File: src/rtl/muldiv_pkg.sv
// rtl/muldiv_pkg.sv - shared constants and state encoding for the RV32M mul/div unit
package muldiv_pkg;

   localparam int XLEN = 32;

   localparam logic [2:0] F3_MUL    = 3'b000;
   localparam logic [2:0] F3_MULH   = 3'b001;
   localparam logic [2:0] F3_MULHSU = 3'b010;
   localparam logic [2:0] F3_MULHU  = 3'b011;
   localparam logic [2:0] F3_DIV    = 3'b100;
   localparam logic [2:0] F3_DIVU   = 3'b101;
   localparam logic [2:0] F3_REM    = 3'b110;
   localparam logic [2:0] F3_REMU   = 3'b111;

   typedef enum logic [2:0] {
      S_IDLE,
      S_MUL,
      S_DIV,
      S_FIX,
      S_DONE
   } state_t;

endpackage

File: src/rtl/div_step.sv
// rtl/div_step.sv - one combinational restoring-division step
module div_step
   import muldiv_pkg::*;
(
   input  logic [XLEN-1:0] i_rem,
   input  logic [XLEN-1:0] i_div,
   input  logic            i_bit,
   output logic [XLEN-1:0] o_rem,
   output logic            o_q
);

   logic [XLEN:0] w_shift;
   logic [XLEN:0] w_diff;

   assign w_shift = {i_rem, i_bit};
   assign w_diff  = w_shift - {1'b0, i_div};
   // i_rem < i_div on entry, so a non-negative difference always has a clear top bit
   assign o_q     = ~w_diff[XLEN];
   assign o_rem   = o_q ? w_diff[XLEN-1:0] : w_shift[XLEN-1:0];

endmodule

File: src/rtl/ex_muldiv_unit.sv
// rtl/ex_muldiv_unit.sv - iterative RV32M multiply/divide unit for the EX stage
module ex_muldiv_unit
   import muldiv_pkg::*;
(
   input  logic            clk,
   input  logic            reset,
   input  logic            start,
   input  logic [2:0]      funct3,
   input  logic [XLEN-1:0] operand_a,
   input  logic [XLEN-1:0] operand_b,
   input  logic            kill,
   output logic            busy,
   output logic            done,
   output logic [XLEN-1:0] result
);

   state_t          r_state;
   logic [XLEN:0]   r_a;
   logic [XLEN:0]   r_b;
   logic [XLEN-1:0] r_quo;
   logic [XLEN-1:0] r_rem;
   logic [XLEN-1:0] r_result;
   logic [4:0]      r_cnt;
   logic [2:0]      r_op;
   logic            r_neg_q;
   logic            r_neg_r;
   logic            r_done;

   logic            w_signed_div;
   logic            w_a_neg;
   logic            w_b_neg;
   logic [XLEN-1:0] w_abs_a;
   logic [XLEN-1:0] w_abs_b;
   logic            w_div_zero;
   logic            w_ovf;
   logic            w_mul_a_sx;
   logic            w_mul_b_sx;
   logic [63:0]     w_prod;
   logic [XLEN-1:0] w_step_rem;
   logic            w_step_q;
   logic [XLEN-1:0] w_fix_quo;
   logic [XLEN-1:0] w_fix_rem;

   assign w_signed_div = ~funct3[0];
   assign w_a_neg      = w_signed_div & operand_a[XLEN-1];
   assign w_b_neg      = w_signed_div & operand_b[XLEN-1];
   assign w_abs_a      = w_a_neg ? -operand_a : operand_a;
   assign w_abs_b      = w_b_neg ? -operand_b : operand_b;
   assign w_div_zero   = (operand_b == '0);
   assign w_ovf        = w_signed_div & (operand_a == 32'h8000_0000) & (operand_b == 32'hFFFF_FFFF);

   // MULH and MULHSU sign-extend rs1; only MULH sign-extends rs2
   assign w_mul_a_sx   = (funct3[1] ^ funct3[0]) & operand_a[XLEN-1];
   assign w_mul_b_sx   = (funct3[1:0] == 2'b01) & operand_b[XLEN-1];
   assign w_prod       = {{31{r_a[XLEN]}}, r_a} * {{31{r_b[XLEN]}}, r_b};

   div_step u_div_step (
      .i_rem (r_rem),
      .i_div (r_b[XLEN-1:0]),
      .i_bit (r_quo[XLEN-1]),
      .o_rem (w_step_rem),
      .o_q   (w_step_q)
   );

   assign w_fix_quo = (r_neg_q && r_op == F3_DIV) ? -r_quo : r_quo;
   assign w_fix_rem = (r_neg_r && r_op == F3_REM) ? -r_rem : r_rem;

   assign busy   = reset & (((r_state == S_IDLE) & start & ~kill) |
                            (r_state == S_MUL) | (r_state == S_DIV) | (r_state == S_FIX));
   assign done   = r_done;
   assign result = r_result;

   always_ff @(posedge clk or negedge reset) begin
      if (!reset) begin
         r_state  <= S_IDLE;
         r_a      <= '0;
         r_b      <= '0;
         r_quo    <= '0;
         r_rem    <= '0;
         r_result <= '0;
         r_cnt    <= '0;
         r_op     <= '0;
         r_neg_q  <= 1'b0;
         r_neg_r  <= 1'b0;
         r_done   <= 1'b0;
      end else begin
         r_done <= 1'b0;
         if (kill) begin
            r_state <= S_IDLE;
         end else begin
            case (r_state)
               S_IDLE: if (start) begin
                  r_op <= funct3;
                  if (!funct3[2]) begin
                     r_a     <= {w_mul_a_sx, operand_a};
                     r_b     <= {w_mul_b_sx, operand_b};
                     r_state <= S_MUL;
                  end else if (w_div_zero) begin
                     r_result <= funct3[1] ? operand_a : '1;
                     r_done   <= 1'b1;
                     r_state  <= S_DONE;
                  end else if (w_ovf) begin
                     r_result <= funct3[1] ? '0 : 32'h8000_0000;
                     r_done   <= 1'b1;
                     r_state  <= S_DONE;
                  end else begin
                     r_quo   <= w_abs_a;
                     r_rem   <= '0;
                     r_b     <= {1'b0, w_abs_b};
                     r_cnt   <= 5'd31;
                     r_neg_q <= w_a_neg ^ w_b_neg;
                     r_neg_r <= w_a_neg;
                     r_state <= S_DIV;
                  end
               end
               S_MUL: begin
                  r_result <= (r_op[1:0] == 2'b00) ? w_prod[31:0] : w_prod[63:32];
                  r_done   <= 1'b1;
                  r_state  <= S_DONE;
               end
               S_DIV: begin
                  // dividend bits shift out of r_quo's top as quotient bits enter the bottom
                  r_rem <= w_step_rem;
                  r_quo <= {r_quo[XLEN-2:0], w_step_q};
                  if (r_cnt == 5'd0) r_state <= S_FIX;
                  else               r_cnt   <= r_cnt - 5'd1;
               end
               S_FIX: begin
                  r_result <= r_op[1] ? w_fix_rem : w_fix_quo;
                  r_done   <= 1'b1;
                  r_state  <= S_DONE;
               end
               S_DONE:  r_state <= S_IDLE;
               default: r_state <= S_IDLE;
            endcase
         end
      end
   end

endmodule

File: config.mk
export PLATFORM = sky130hd
export DESIGN_NAME = ex_muldiv_unit
export DESIGN_NICKNAME = d
export VERILOG_FILES = /design/src/rtl/muldiv_pkg.sv /design/src/rtl/div_step.sv /design/src/rtl/ex_muldiv_unit.sv
export SDC_FILE = /design/constraint.sdc
export NUM_CORES = 2
export LEC_CHECK = 0
export ABC_CLOCK_PERIOD_IN_PS = 8000
export CORE_MARGIN = 2
export CORE_UTILIZATION = 45
export CTS_CLUSTER_DIAMETER = 60
export DETAILED_ROUTE_END_ITERATION = 10
export SYNTH_ARGS = -nofsm -noshare
export SYNTH_HDL_FRONTEND = slang
export SYNTH_SLANG_ARGS = --single-unit
File: constraint.sdc
create_clock -name clk -period 8 [get_ports clk]
set_input_delay 1.6 -clock clk [delete_from_list [all_inputs] [get_ports clk]]
set_output_delay 1.6 -clock clk [all_outputs]
set_load 0.02 [all_outputs]
==> run summary <==
share of layout cells above drive strength 1 = 9.301%
nature of the critical path endpoint = register
fin crit share = 98.14%
die height = 341.2 um
Worst Tran Pin Value = 1079 ps
number of H-tree levels = 4
Finished Cell Area = 57670 sq um
number of flops mapped to enable cells by yosys = 0
unrepaired setup endpoints after global routing = yes
Unique masters post-synth = 79
commonest cells after routing, fill and taps aside = inv_1 (1189), fa_1 (1113), nand2_1 (736)
Slew Viols, Final = 0
vias per inst = 5.374
# nets final = 7414
via count = 40.19k
die width = 341.2 um
row cnt = 123
Clock Tree Root = clkbuf_16
Avg Cell Area, Syn = 8.801 sq um
Req. time, crit path = 8360 ps
drt pass-1 iters = 6
Clock Pin Slew Worst Setup and Hold Paths = 80 ps
Fin. Hold Viols = 0
routed wire length = 158800 um
Hold Slack = 478.4 ps
dpl ws = -220.4 ps
Post-Syn Nets = 7262
I/O Buffers = 104
wire per inst = 21.23 um
post-route ant nets = 0
Yosys warnings = 0
Layout area overhead = 12.72%
gr ovfl total = 0
I/O pins = 105
Async SR Flop Fraction = 100.0%
Clock Path Buffers = 2
Initial Utilization = 45.42%
routability cong. = 0.9613
first-pass GRT wire length = 246400 um
DRC viols = 0
slew margin rel. = 27.86%
fin cells = 7479
CTS tree = built
Most used DFF post-synth = dfrtp_1
Layout Skew = 18.39 ps
CTS Hold Buffers Added = 0
Seq/Total Area, Yosys = 8.608%
crit path kind = reg2reg
initial antenna violation count = 5
worst hold start = result[9]$_DFFE_PN0P_
Num CTS Buffers = 17
commonest non-fill, non-tap cell in the layout = inv_1
number of global-route vias before repair = 42.00k
status = completed
Core ar. = 112700 sq um
final setup fails = 0
GRT Overall Usage = 27.37%
PnR worst setup slack = 148.6 ps
pin count of the biggest net entering global routing = 94
FF+latch count, synth = 176
Critical Path AT = 8210 ps
CP startpoint = r_b[3]$_DFFE_PN0P_
R2R Path Start = r_b[3]$_DFFE_PN0P_
Worst setup SP type = register
die area = 116400 sq um
DP Cell Count = 7407
CTS sink cnt = 176
Worst Path Max Fanout = 19
Tmin final = 7851 ps
Detailed Route Iter0 Violations = 2872
# Max-Cap Violations = 0
Synth Cell Area = 51160 sq um
Hold Path Class = reg2reg
Clk Latency, worst-skew pair = 490 ps
max frequency = 127.4 MHz
Syn Inst Count = 5813
Placed Area = 55980 sq um
post-DP HPWL = 130500 um
[layout make-up]
class                   instances  area [sq um]
diodes                          1         2.502
clock buffers                  17         425.4
clock inverters                15         200.2
fillers                     10714         54980
inverters                    1207          4538
multi-input cells            4117         41620
flip-flops and latches        176          4425
well taps                    1500          1877
repair buffers                446          4583
[Yosys cell counts, types with 14 or more instances]
cell	instances	area (sq um)
xor2_1	79	691.9
nand4_1	35	219.0
o211ai_1	22	165.2
mux2_2	35	394.1
mux2i_1	33	330.3
clkbuf_1	297	1115
a211oi_1	24	180.2
ha_1	252	3153
nand2b_1	23	143.9
o21bai_1	17	127.6
o21ai_0	220	1101
inv_1	1205	4523
o21a_1	17	127.6
nor3_1	44	220.2
nor4_1	21	131.4
and2_1	522	3266
or4_1	17	127.6
dfrtp_1	176	4404
nor2_1	253	949.7
o31ai_1	15	112.6
a21o_1	38	285.3
a31oi_1	16	100.1
or3_1	22	137.6
nand3_1	37	185.2
nand2_1	738	2770
nor2b_1	16	100.1
xnor2_1	132	1156
a21oi_1	221	1106
and3_1	14	87.58
fa_1	1126	22540
[state kept, by name, summed over array words and instances, names as in the netlist, 3 cells and up]
| name | cells |
|---|---|
| r_a | 33 |
| r_b | 33 |
| r_quo | 32 |
| r_rem | 32 |
| result | 32 |
| r_cnt | 5 |
| r_op | 3 |
| r_state | 3 |
[stage by stage]
stage | util, % | setup TNS [ps]
floorplan | - | 0
global placement | 49.69 | -540.8
detailed placement | 49.69 | -779.1
CTS | 50.28 | 0
global route | 51.19 | -572.6
finish | 51.19 | 0
[critical path: stages, from the launching register on]
cell,delay (ps)
dfrtp_1,420
buf_12,170
nand2_1,110
inv_1,90
fa_1,530
fa_2,600
fa_2,560
fa_2,650
clkinvlp_4,160
fa_1,510
inv_1,50
fa_1,500
fa_1,490
inv_1,50
fa_1,480
inv_1,40
ha_1,310
nand4_1,280
nor4_2,280
a21oi_1,130
a31oi_2,300
a211oi_4,80
a311oi_2,300
nand4_1,160
nand4b_1,150
xnor2_1,70
o221a_2,240
[per-layer routing]
| metal | vias to the layer above | wire length, um | GRT usage [%] |
|---|---|---|---|
| li1 | 17891 | - | - |
| met1 | 20953 | 67850 | 37.91 |
| met2 | 1132 | 77910 | 46.38 |
| met3 | 214 | 8231 | 2.256 |
| met4 | 4 | 4771 | 7.305 |
| met5 | - | 26 | 0 |
[cells by family after synthesis]
logic type                 Yosys count  synth area share, %
adders and majority gates         1378                50.22
DFF                                176                8.608
muxes                               68                1.416
AOI/OAI and AO/OA                  684                8.070
xor gates and xnor gates           211                3.612
and+or+nand+nor                   1776                16.87
buffers and inverters             1520                11.20
[path summary, 6_finish.rpt]
check,to,slack (ps),depth (start not counted)
max in group asynchronous,r_a[6]$_DFFE_PN0P_,5480,2
worst max-delay path,result[31]$_DFFE_PN0P_,150,26
worst min-delay path,result[9]$_DFFE_PN0P_,480,2
worst min register to register,result[9]$_DFFE_PN0P_,480,2
min in group asynchronous,r_rem[22]$_DFFE_PN0P_,1140,1
worst max register to register,result[31]$_DFFE_PN0P_,150,26
[repair_timing]
item | CTS | global route
pin swaps | 2 | 66
hold endpoints to repair | 0 | 0
cloned | 0 | 7
buffers inserted | 0 | 34
setup endpoints to repair | 9 | 27
resized for setup | 11 | 150
Power is not shown: default switching activity piles up to over one toggle a cycle in this logic, so the estimate is an artifact.
